[src/rtl/lab4_pkg.sv]
// rtl/lab4_pkg.sv - shared constants, scan state type and anode patterns for the BCD scan counter
package lab4_pkg;

  localparam int         NUM_DIGITS = 4;
  localparam logic [3:0] BLANK_CODE = 4'hF;

  typedef enum logic [1:0] {
    DIG0 = 2'd0,
    DIG1 = 2'd1,
    DIG2 = 2'd2,
    DIG3 = 2'd3
  } scan_state_t;

  localparam logic [3:0] ANODE_DIG0 = 4'b1110;
  localparam logic [3:0] ANODE_DIG1 = 4'b1101;
  localparam logic [3:0] ANODE_DIG2 = 4'b1011;
  localparam logic [3:0] ANODE_DIG3 = 4'b0111;

  function automatic logic [3:0] anode_pattern(input scan_state_t s);
    logic [3:0] a;
    case (s)
      DIG0:    a = ANODE_DIG0;
      DIG1:    a = ANODE_DIG1;
      DIG2:    a = ANODE_DIG2;
      DIG3:    a = ANODE_DIG3;
      default: a = ANODE_DIG0;
    endcase
    return a;
  endfunction

endpackage

[src/rtl/bcd_digit.sv]
// rtl/bcd_digit.sv - one decade counter with inc/dec enables, carry/borrow out and synchronous load
module bcd_digit (
  input  logic       clk,
  input  logic       reset,
  input  logic       load,
  input  logic [3:0] load_digit,
  input  logic       inc,
  input  logic       dec,
  output logic [3:0] digit,
  output logic       carry,
  output logic       borrow
);

  // Carry/borrow are combinational so a whole ripple settles within one cycle.
  assign carry  = inc && (digit >= 4'd9);
  assign borrow = dec && (digit == 4'd0);

  always_ff @(posedge clk) begin
    if (reset) begin
      digit <= 4'd0;
    end else if (load) begin
      digit <= (load_digit > 4'd9) ? 4'd0 : load_digit;
    end else if (inc) begin
      digit <= (digit >= 4'd9) ? 4'd0 : digit + 4'd1;
    end else if (dec) begin
      digit <= (digit == 4'd0) ? 4'd9 : digit - 4'd1;
    end
  end

endmodule

[src/rtl/bcd_scan_counter.sv]
// rtl/bcd_scan_counter.sv - 4-digit BCD up/down counter with multiplexed 7-segment scan output
// Optional macro LEADING_ZERO_BLANK_EN blanks zero digits above the most significant nonzero digit.
module bcd_scan_counter
  import lab4_pkg::*;
#(
  parameter int CNT_DIV  = 50_000_000,
  parameter int SCAN_DIV = 50_000
) (
  input  logic        clk,
  input  logic        reset,
  input  logic        en,
  input  logic        up,
  input  logic        load,
  input  logic [15:0] load_val,
  output logic [3:0]  value,
  output logic [3:0]  anode,
  output logic [15:0] count,
  output logic        rollover
);

  localparam int CW = (CNT_DIV > 1) ? $clog2(CNT_DIV) : 1;
  localparam int SW = (SCAN_DIV > 1) ? $clog2(SCAN_DIV) : 1;

  logic [CW-1:0] presc;
  logic          tick;
  logic          step;

  assign tick = (presc == CW'(CNT_DIV - 1));
  // Load wins over counting, so a tick coinciding with load is dropped.
  assign step = en && tick && !load;

  always_ff @(posedge clk) begin
    if (reset || load) begin
      presc <= '0;
    end else if (en) begin
      presc <= tick ? '0 : presc + 1'b1;
    end
  end

  logic [3:0] d0, d1, d2, d3;
  logic       c0, c1, c2, c3;
  logic       b0, b1, b2, b3;

  bcd_digit u_dig0 (
    .clk(clk), .reset(reset), .load(load), .load_digit(load_val[3:0]),
    .inc(step && up), .dec(step && !up), .digit(d0), .carry(c0), .borrow(b0)
  );
  bcd_digit u_dig1 (
    .clk(clk), .reset(reset), .load(load), .load_digit(load_val[7:4]),
    .inc(c0), .dec(b0), .digit(d1), .carry(c1), .borrow(b1)
  );
  bcd_digit u_dig2 (
    .clk(clk), .reset(reset), .load(load), .load_digit(load_val[11:8]),
    .inc(c1), .dec(b1), .digit(d2), .carry(c2), .borrow(b2)
  );
  bcd_digit u_dig3 (
    .clk(clk), .reset(reset), .load(load), .load_digit(load_val[15:12]),
    .inc(c2), .dec(b2), .digit(d3), .carry(c3), .borrow(b3)
  );

  assign count = {d3, d2, d1, d0};

  // A carry or borrow out of the top digit is exactly a full-range wrap.
  always_ff @(posedge clk) begin
    if (reset) begin
      rollover <= 1'b0;
    end else begin
      rollover <= c3 || b3;
    end
  end

  logic [SW-1:0] scan_cnt;
  logic          scan_adv;
  scan_state_t   state_q, state_d;

  assign scan_adv = (scan_cnt == SW'(SCAN_DIV - 1));

  always_ff @(posedge clk) begin
    if (reset) begin
      scan_cnt <= '0;
      state_q  <= DIG0;
    end else begin
      scan_cnt <= scan_adv ? '0 : scan_cnt + 1'b1;
      state_q  <= state_d;
    end
  end

  logic [3:0] raw_digit;
  logic       blank;

  always_comb begin
    state_d   = state_q;
    raw_digit = d0;
    blank     = 1'b0;
    case (state_q)
      DIG0: begin
        raw_digit = d0;
        if (scan_adv) state_d = DIG1;
      end
      DIG1: begin
        raw_digit = d1;
        blank     = (count[15:4] == 12'd0);
        if (scan_adv) state_d = DIG2;
      end
      DIG2: begin
        raw_digit = d2;
        blank     = (count[15:8] == 8'd0);
        if (scan_adv) state_d = DIG3;
      end
      DIG3: begin
        raw_digit = d3;
        blank     = (count[15:12] == 4'd0);
        if (scan_adv) state_d = DIG0;
      end
      default: state_d = DIG0;
    endcase
  end

  assign anode = anode_pattern(state_q);

`ifdef LEADING_ZERO_BLANK_EN
  assign value = blank ? BLANK_CODE : raw_digit;
`else
  logic unused_blank;
  assign unused_blank = blank;
  assign value        = raw_digit;
`endif

endmodule

[config.mk]
export PLATFORM = sky130hd
export DESIGN_NAME = bcd_scan_counter
export DESIGN_NICKNAME = d
export VERILOG_FILES = /design/src/rtl/lab4_pkg.sv /design/src/rtl/bcd_digit.sv /design/src/rtl/bcd_scan_counter.sv
export SDC_FILE = /design/constraint.sdc
export NUM_CORES = 1
export LEC_CHECK = 0
export CORE_ASPECT_RATIO = 0.7
export CORE_MARGIN = 2
export CORE_UTILIZATION = 55
export CTS_CLUSTER_SIZE = 24
export DETAILED_ROUTE_END_ITERATION = 10
export PLACE_DENSITY = 0.78
export SETUP_SLACK_MARGIN = 0.4
export SLEW_MARGIN = 30
export SYNTH_ARGS = -nofsm -noshare
export SYNTH_HDL_FRONTEND = slang
export SYNTH_HIERARCHICAL = 1
export SYNTH_SLANG_ARGS = --single-unit
[constraint.sdc]
create_clock -name clk -period 4 [get_ports clk]
set_input_delay 1 -clock clk [delete_from_list [all_inputs] [get_ports clk]]
set_output_delay 1 -clock clk [all_outputs]
set_load 0.03 [all_outputs]
==> impl_metrics.tcl, run 1 <==
set metrics [dict create \
    fin_crit_sh_pct 84.93 \
    crit_buf_inv 1 \
    wl_per_cell_um 15.34 \
    drcViolationCount 0 \
    holdBufCountCts 0 \
    leakagePower_nw 1.719 \
    setup_viol 0 \
    tns_ns 0 \
    area_growth_pct 16.10 \
    r2r_end "u_dig3/digit[0]$_SDFFE_PP0P_" \
    end_kind "flop" \
    finalNonFillerCells 647 \
    drt-vias-per-instance 6.100 \
    cts_buffer_depth 2 \
    yosysTopAreaCell "dfxtp_1" \
    r2r-start "u_dig0/digit[1]$_SDFFE_PP0P_" \
    placed_cell_area_sq_mm 0.004676 \
    numCtsBuffers 9 \
    syn-cell-area_sq_mm 0.004204 \
    cp.required_ns 4.29 \
    worst-setup-path-type "input port to flop" \
    syn_nets 550 \
    final_hold_viol_count 0 \
    startpoint_type "input port" \
    synth_area_leaders "dfxtp_1 29%, ha_1 7.1%, nor2_1 5.4%" \
    multi_input_area_sq_mm 0.002686 \
    setup_slack_ns 0.6030 \
    grt_max_degree 43 \
    clk_latency_ns 0.35 \
    cp_slowest_cell "clkdlybuf4s50_1" \
    place_inst 631 \
    relSlewSlack_pct 57.39 \
    hp-class "flop to flop" \
    dp_hpwl_um 7186 \
    firstDrtPassIters 5 \
    drv_slew 0 \
    clk_pin_slew_ns 0.07 \
    num_vias 3947 \
    yosysTopAreaCellShare_pct 29.05 \
    tightest_slew_ns 0.6349 \
    antenna_found_initial 0 \
    r2r_slack_ns 0.91 \
    synth_area_per_cell_sq_um 8.325 \
    synth_xor_area_share_pct 5.833 \
    worstPathCellList "clkdlybuf4s50_1 -> nor4b_1 -> nand4_1 -> nor4_1 -> and3_1 -> and3_1 -> and3_1 -> nor3_1 -> a221oi_1 -> and3_1" \
    synth.mux.area_fraction_pct 0.2381 \
    yosys.area_share.simple_pct 32.02 \
    cts.repair.resized 0 \
    crit_path_end "u_dig3/digit[2]$_SDFFE_PP0P_" \
    drive_gt1_share_pct 8.379 \
    yosysSeqAreaShare_pct 29.05 \
    h-tree-depth 3 \
    yosysUniqueCellTypes 53 \
    reg2regPathDepth 9 \
    portBuffers 45 \
    diodes 0 \
    synth_cells 505 \
    pin_count 46 \
    critPathMaxFanout 10 \
    finClkSkew_ns 0.01095 \
    synth_edf_count 0 \
    gp_congestion 0.9034 \
    final_util_pct 66.39 \
    die_w_um 108.5 \
    cts_tree "done" \
    status "finished clean" \
    clock-sinks 61 \
    rsz0062_at_grt "false" \
    grt_pass1_wl_um 16840 \
    cp.depth 10 \
    seqCellArea_sq_mm 0.001221 \
    fmax_mhz 294.4 \
    hold_slack_ns 0.4746 \
    synth_compound_area_share_pct 18.66 \
    fill_cells 632 \
    ys.warnings.count 6 \
    mostFrequentLayoutCell "dfxtp_1" \
    power_density_mw_per_mm2 332.6 \
    ir_worst_vdd_uv 229.9 \
    synth_top_family_by_area "simple AND/OR/NAND/NOR gates" \
    synthArstFlopShare_pct 0 \
    period_needed_ns 3.397 \
    crit_start "en" \
    die_h_um 77.15 \
    first_global_vias 3541 \
    coreArea_sq_mm 0.007352 \
    ctsRootBufferMaster "clkbuf_8" \
    synth_flop_cell "dfxtp_1" \
    grt.total_usage_pct 24.88 \
    initial_utilization_pct 57.18 \
    detail-route-antenna-nets 0 \
    stdcell_area_sq_mm 0.004881 \
    power_mw 1.623 \
    wl_um 9922 \
    crit_family "simple AND/OR/NAND/NOR gates" \
    post_cts_buffers 0 \
    final_nets 589 \
    cpMostUsedCell "and3_1" \
    rows 26 \
    synthAdderAreaFrac_pct 7.143 \
    crit_arrival_ns 3.69 \
    grt_overflow 0 \
    post-place-ws_ns 0.3083 \
    dieArea_sq_mm 0.008370 \
    ys_seq_elements 61 \
    drt_iter0_drc 303 \
    final_cell_mix "61 x dfxtp_1, 60 x nor2_1, 45 x clkdlybuf4s50_1" \
    slowest_delay_ns 0.50 \
    drv_cap 0 \
]
==> state kept, by name (all words and copies together) (netlist names) <==
| name | flops |
|---|---|
| presc | 26 |
| rollover | 1 |
| scan_cnt | 16 |
| u_dig1/digit | 4 |
| u_dig3/digit | 4 |
| state_q | 2 |
| u_dig2/digit | 4 |
| u_dig0/digit | 4 |
==> final cells by class <==
type,count,area share [%]
multi-input cells,386,55.04
clock inverters,7,1.666
well taps,98,2.512
inverters,30,2.307
flip-flops and latches,61,25.02
repair buffers,56,10.92
clock buffers,9,2.538
==> per-layer routing <==
metal  global-route usage [%]  vias to the layer above  wire (um)
met5                        0                        -          0
met4                    9.231                        0        181
met3                    5.612                       19        696
met2                    38.19                      156       4473
met1                    33.94                     1828       4570
li1                         -                     1944          -
==> logic make-up (layout without fill, tap and decap cells) <==
family                   after synthesis  count (layout)
multiplexers                           1               1
adder cells (fa/ha/maj)               24              24
AND/OR/NAND/NOR                      226             226
AO/OA/AOI/OAI                        107             107
XOR/XNOR                              28              28
buffers and inverters                 58             102
flip-flops                            61              61
==> report_power, final <==
group	leakage [nW]	internal [mW]	total (mW)	switching, mW
Clock	0.101	0.296	0.569	0.273
Sequential	0.496	0.625	0.665	0.0398
Combinational	1.12	0.171	0.389	0.218
==> how the worst min path moves through the flow <==
stage / start / to / slack, ns / cells past startpoint
3_5_place_dp: scan_cnt[0]$_SDFF_PP0_ / scan_cnt[0]$_SDFF_PP0_ / 0.47 / 1
2_1_floorplan: scan_cnt[0]$_SDFF_PP0_ / scan_cnt[0]$_SDFF_PP0_ / 0.43 / 1
5_1_grt: scan_cnt[0]$_SDFF_PP0_ / scan_cnt[0]$_SDFF_PP0_ / 0.51 / 1
3_3_place_gp: scan_cnt[0]$_SDFF_PP0_ / scan_cnt[0]$_SDFF_PP0_ / 0.44 / 1
4_1_cts: scan_cnt[0]$_SDFF_PP0_ / scan_cnt[0]$_SDFF_PP0_ / 0.49 / 1
6_report: scan_cnt[0]$_SDFF_PP0_ / scan_cnt[0]$_SDFF_PP0_ / 0.47 / 1
==> cells in the mapped netlist (10+ instances only) <==
cell      number
a21oi_1       23
and3_1        12
clkbuf_1      17
dfxtp_1       61
ha_1          24
inv_1         29
nand2_1       18
nand2b_1      12
nand3_1       14
nand4_1       11
nor2_1        60
nor3_1        13
o21ai_0       17
or3_1         10
xnor2_1       13
xor2_1        15
==> worst reg2reg max path, stage by stage (launching register included) <==
cell and delay, ns:
dfxtp_1 0.50, inv_1 0.14, ha_1 0.22, or3b_4 0.41, and3_1 0.21, and3_1 0.17, and3_1 0.27, or4b_1 0.50
a32o_1 0.23, a2111oi_2 0.33
Power figures use the tool's default switching activity.
==> inputs of run 2 (changes only) <==
--- a/config.mk
+++ b/config.mk
@@ -7,10 +7,10 @@
 export LEC_CHECK = 0
 export CORE_ASPECT_RATIO = 0.7
 export CORE_MARGIN = 2
-export CORE_UTILIZATION = 55
+export CORE_UTILIZATION = 52
 export CTS_CLUSTER_SIZE = 24
 export DETAILED_ROUTE_END_ITERATION = 10
-export PLACE_DENSITY = 0.78
+export PLACE_DENSITY = 0.77
 export SETUP_SLACK_MARGIN = 0.4
 export SLEW_MARGIN = 30
 export SYNTH_ARGS = -nofsm -noshare
==> constraint.sdc (replaced) <==
create_clock -name clk -period 2.9 [get_ports clk]
set_input_delay 0.725 -clock clk [delete_from_list [all_inputs] [get_ports clk]]
set_output_delay 0.725 -clock clk [all_outputs]
set_load 0.03 [all_outputs]
==> impl_metrics.tcl, run 2 (synthesized netlist as in run 1, its figures left out) <==
set metrics [dict create \
    cp.required_ns 3.14 \
    final_nets 623 \
    rsz0062_at_grt "true" \
    largest_reg_flops 26 \
    fmax_mhz 389.6 \
    diodes 0 \
    drv_slew 0 \
    gp_congestion 0.8998 \
    initial_utilization_pct 53.64 \
    fill_cells 632 \
    fin_crit_sh_pct 88.51 \
    final_hold_viol_count 0 \
    period_needed_ns 2.567 \
    power_frac_comb_pct 22.5 \
    portBuffers 45 \
    die_w_um 111.5 \
    switching_share_pct 30.93 \
    drcViolationCount 0 \
    clock-sinks 61 \
    area_growth_pct 28.45 \
    crit_arrival_ns 2.81 \
    clk_pin_slew_ns 0.06 \
    hp-class "flop to flop" \
    final_cell_mix "59 x nor2_1, 50 x dfxtp_1, 43 x buf_4" \
    end_kind "flop" \
    grt_max_degree 43 \
    finClkSkew_ns 0.003053 \
    pin_count 46 \
    post-place-ws_ns -0.3544 \
    status "finished clean" \
    clk_latency_ns 0.34 \
    cpMostUsedCell "and3_4" \
    coreArea_sq_mm 0.007838 \
    critPathMaxFanout 4 \
    drt_iter0_drc 306 \
    crit_buf_inv 1 \
    setup_slack_ns 0.3333 \
    setup_viol 0 \
    reg_top3 "presc (26), scan_cnt (16)" \
    antenna_found_initial 0 \
    relSlewSlack_pct 65.40 \
    wl_um 11250 \
    final_util_pct 68.90 \
    rows 27 \
    dp_hpwl_um 7415 \
    regMostFlops "presc" \
    crit_family "simple AND/OR/NAND/NOR gates" \
    placed_cell_area_sq_mm 0.004935 \
    slowest_delay_ns 0.46 \
    holdBufCountCts 0 \
    ir_worst_vdd_uv 398.1 \
    drt-vias-per-instance 6.155 \
    p_switching_mw 0.7971 \
    cts_tree "done" \
    startpoint_type "flop" \
    worstPathCellList "inv_4 -> ha_4 -> or3b_4 -> and3_4 -> and3_4 -> and3_4 -> or4b_1 -> a32o_1 -> a2111oi_2" \
    worst-setup-path-type "flop to flop" \
    wl_per_cell_um 16.45 \
    h-tree-depth 3 \
    grt_overflow 0 \
    num_vias 4210 \
    seq_power_share_pct 35.3 \
    p_int_mw 1.780 \
    ctsRootBufferMaster "clkbuf_16" \
    mostFrequentLayoutCell "nor2_1" \
    detail-route-antenna-nets 0 \
    first_global_vias 3754 \
    dieArea_sq_mm 0.008832 \
    numCtsBuffers 9 \
    leakagePower_nw 1.969 \
    power_density_mw_per_mm2 477.2 \
    die_h_um 79.23 \
    pwr-share-clk_pct 42.2 \
    stdcell_area_sq_mm 0.005400 \
    cp_slowest_cell "or4b_1" \
    firstDrtPassIters 5 \
    grt.total_usage_pct 24.93 \
    cts_buffer_depth 2 \
    drive_gt1_share_pct 20.58 \
    drv_cap 0 \
    grt_pass1_wl_um 17960 \
    tightest_slew_ns 0.5143 \
]
[run 2: cell count changes in the layout (fill, tap and decap cells not counted), sizes merged]
cell / previous run / this run
clkinvlp: 1 / 3
buf: 11 / 49
clkdlybuf4s50: 45 / 36
clkinv: 3 / 2
and3: 12 / 13
inv: 32 / 31
dlygate4sd2: 0 / 4
[run 2: path summary, 6_finish.rpt]
| path | startpoint | to | depth (start not counted) | slack (ns) |
|---|---|---|---|---|
| max reg2reg | u_dig0/digit[1]$_SDFFE_PP0P_ | u_dig3/digit[0]$_SDFFE_PP0P_ | 9 | 0.33 |
| min | scan_cnt[0]$_SDFF_PP0_ | scan_cnt[0]$_SDFF_PP0_ | 1 | 0.47 |
| max | u_dig0/digit[1]$_SDFFE_PP0P_ | u_dig3/digit[0]$_SDFFE_PP0P_ | 9 | 0.33 |
| min reg2reg | scan_cnt[0]$_SDFF_PP0_ | scan_cnt[0]$_SDFF_PP0_ | 1 | 0.47 |
[run 2: what timing repair did]
item | in CTS | in global routing
pin swaps | 12 | 8
gates resized for setup | 40 | 34
gates cloned | 1 | 1
setup endpoints to repair | 21 | 17
buffers inserted | 2 | 3
[run 2: routing by layer]
layer | GRT usage (%) | share of wire (%) | vias up
met2 | 39.27 | 46 | 158
met1 | 33.44 | 46 | 2012
met5 | 0 | 0 | -
met3 | 7.023 | 5.8 | 24
met4 | 7.531 | 1.6 | 0
li1 | - | - | 2016
[run 2: cell type report]
cell class	count	area, sq um	share of cell area (%)
timing repair buffer	89	769.5	14.25
tap	101	126.4	2.340
clock inverter	7	75.07	1.390
multi-input combinational	387	2844	52.66
inverter	30	117.6	2.178
sequential	61	1242	23.01
clock buffer	9	225.2	4.171
[run 2: per-stage QoR]
step	power [mW]	TNS, ns	hold slack, ns	cells
after floorplan	1.271	-0.6649	0.4261	505
after global placement	1.479	-2.334	0.4432	661
after detailed placement	1.490	-2.788	0.4519	661
after CTS	2.553	0	0.4754	680
after global routing	2.674	0	0.5114	684
final	2.577	0	0.4727	684
[run 2: worst reg2reg max path, delay by kind of cell (launching register included)]
kind                       cells  cell delay (ns)
and+or+nand+nor                5             1.41
AOI/OAI and AO/OA              2             0.49
DFF                            1             0.35
adders and majority gates      1             0.15
buffers and inverters          1             0.05
[run 2: power by group through the flow]
stage,logic [mW],clock network (mW),registers [mW]
2_1_floorplan,0.332,0,0.939
3_3_place_gp,0.563,0,0.915
3_5_place_dp,0.574,0,0.916
4_1_cts,0.557,1.10,0.899
5_1_grt,0.622,1.14,0.913
6_report,0.580,1.09,0.909
==> inputs of run 3 (changes only) <==
--- a/config.mk
+++ b/config.mk
@@ -5,12 +5,14 @@
 export SDC_FILE = /design/constraint.sdc
 export NUM_CORES = 1
 export LEC_CHECK = 0
+export CELL_PAD_IN_SITES_DETAIL_PLACEMENT = 0
+export CELL_PAD_IN_SITES_GLOBAL_PLACEMENT = 1
 export CORE_ASPECT_RATIO = 0.7
 export CORE_MARGIN = 2
-export CORE_UTILIZATION = 52
+export CORE_UTILIZATION = 39
 export CTS_CLUSTER_SIZE = 24
 export DETAILED_ROUTE_END_ITERATION = 10
-export PLACE_DENSITY = 0.77
+export PLACE_DENSITY = 0.74
 export SETUP_SLACK_MARGIN = 0.4
 export SLEW_MARGIN = 30
 export SYNTH_ARGS = -nofsm -noshare
==> impl_metrics.tcl, run 3 (synthesized netlist as in run 1, its figures left out) <==
set metrics [dict create \
    cpMostUsedCell "and3_4" \
    grt.total_usage_pct 20.02 \
    crit_arrival_ns 2.82 \
    drv_slew 0 \
    die_h_um 90.87 \
    h-tree-depth 3 \
    finalNonFillerCells 720 \
    drt_iter0_drc 361 \
    drt-vias-per-instance 5.635 \
    setup_viol 0 \
    wl_per_cell_um 15.86 \
    place_inst 691 \
    dieArea_sq_mm 0.01164 \
    placed_cell_area_sq_mm 0.004966 \
    end_kind "flop" \
    antenna_found_initial 0 \
    leakagePower_nw 2.026 \
    wl_um 11420 \
    power_frac_comb_pct 22.6 \
    p_int_mw 1.876 \
    grt_pass1_wl_um 18860 \
    drcViolationCount 0 \
    fill_cells 976 \
    slowest_delay_ns 0.47 \
    regMostFlops "presc" \
    worstPathCellList "inv_4 -> ha_4 -> or3b_4 -> and3_4 -> and3_4 -> and3_4 -> or4b_4 -> a32o_2 -> a2111oi_4" \
    r2r_end "u_dig3/digit[0]$_SDFFE_PP0P_" \
    hp-start "scan_cnt[0]$_SDFF_PP0_" \
    clk_pin_slew_ns 0.06 \
    firstDrtPassIters 5 \
    power_density_mw_per_mm2 482.7 \
    seq_power_share_pct 33.6 \
    stdcell_area_sq_mm 0.005557 \
    r2r_slack_ns 0.31 \
    power_mw 2.682 \
    clk_latency_ns 0.33 \
    coreArea_sq_mm 0.01043 \
    final_util_pct 53.26 \
    first_global_vias 3766 \
    rsz0062_at_grt "true" \
    dp_hpwl_um 8046 \
    numCtsBuffers 9 \
    setup_slack_ns 0.3100 \
    die_w_um 128.1 \
    reg_top3 "presc (26), scan_cnt (16)" \
    period_needed_ns 2.590 \
    route.met3.wl_um 590 \
    holdBufCountCts 0 \
    clock-sinks 61 \
    relSlewSlack_pct 66.34 \
    drv_cap 0 \
    top_layer_used "met4" \
    mostFrequentLayoutCell "nor2_1" \
    cp.required_ns 3.13 \
    ir_worst_vdd_uv 275.2 \
    pin_count 46 \
    r2r-start "u_dig0/digit[1]$_SDFFE_PP0P_" \
    finClkSkew_ns 0.004456 \
    fin_crit_sh_pct 89.31 \
    num_vias 4057 \
    startpoint_type "flop" \
    gp_congestion 0.7598 \
    ctsRootBufferMaster "clkbuf_16" \
    portBuffers 45 \
    whs_path_depth 1 \
    fmax_mhz 386.1 \
    hold_slack_ns 0.4643 \
    worst-setup-path-type "flop to flop" \
    final_nets 628 \
    area_growth_pct 32.17 \
    switching_share_pct 30.07 \
    pwr-share-clk_pct 43.9 \
    p_switching_mw 0.8065 \
    drive_gt1_share_pct 22.62 \
    hp-class "flop to flop" \
    status "finished clean" \
    grt_max_degree 43 \
    post-place-ws_ns -0.4194 \
    tns_ns 0 \
    cts_buffer_depth 2 \
    diodes 0 \
    wl_met1_um 5662 \
    initial_utilization_pct 40.29 \
    final_cell_mix "58 x nor2_1, 52 x dfxtp_1, 48 x buf_4" \
    cp_slowest_cell "or4b_4" \
    grt_overflow 0 \
    critPathMaxFanout 3 \
    rows 31 \
    cts_tree "done" \
    hold_end "scan_cnt[0]$_SDFF_PP0_" \
    final_hold_viol_count 0 \
    detail-route-antenna-nets 0 \
    largest_reg_flops 26 \
    tightest_slew_ns 0.5003 \
    reg2regPathDepth 9 \
    dr_wl_met2_um 4990 \
]
## run 3: layer usage
metal | vias to the layer above | GRT usage, %
met1 | 1907 | 28.45
li1 | 2028 | -
met2 | 109 | 29.81
met3 | 13 | 4.384
met4 | 0 | 6.685
met5 | - | 0
## run 3: area by class of cell
class                      instances  area, sq um  area share, %
clock buffer                       9        225.2          4.053
clock inverter                     7        96.34          1.734
inverter                          30        118.9          2.139
multi-input combinational        387         2894          52.08
sequential                        61         1240          22.31
tap                              132        165.2          2.972
timing repair buffer              94        817.0          14.70
## run 3: worst max path at each step
stage                                             from                           end  depth (start not counted)
final                     u_dig0/digit[1]$_SDFFE_PP0P_  u_dig3/digit[0]$_SDFFE_PP0P_                          9
after global routing      u_dig0/digit[1]$_SDFFE_PP0P_  u_dig3/digit[0]$_SDFFE_PP0P_                          9
after CTS                 u_dig0/digit[1]$_SDFFE_PP0P_  u_dig3/digit[0]$_SDFFE_PP0P_                          9
after detailed placement                            en  u_dig3/digit[2]$_SDFFE_PP0P_                         10
after global placement                              en  u_dig3/digit[2]$_SDFFE_PP0P_                         10
after floorplan                                     en  u_dig3/digit[0]$_SDFFE_PP0P_                         14
## run 3: worst max-delay path: cells and delay by family (launching register included)
family          cells  cell delay (ns)
flops               1             0.35
simple gates        5             1.39
compound gates      2             0.55
buf+inv             1             0.05
fa+ha+maj           1             0.15
## run 3: timing repair
| item | 4_1_cts | 5_1_grt |
|---|---|---|
| gates cloned | 1 | 0 |
| setup buffers | 11 | 1 |
| setup endpoints to repair | 27 | 18 |
| gates resized for setup | 53 | 35 |
| pin swaps | 7 | 18 |
## run 3: power groups by stage
stage | logic, mW | registers, mW | clock network [mW]
global placement | 0.585 | 0.910 | 0
CTS | 0.579 | 0.893 | 1.20
floorplan | 0.332 | 0.939 | 0
global route | 0.657 | 0.904 | 1.24
finish | 0.605 | 0.901 | 1.18
detailed placement | 0.589 | 0.910 | 0
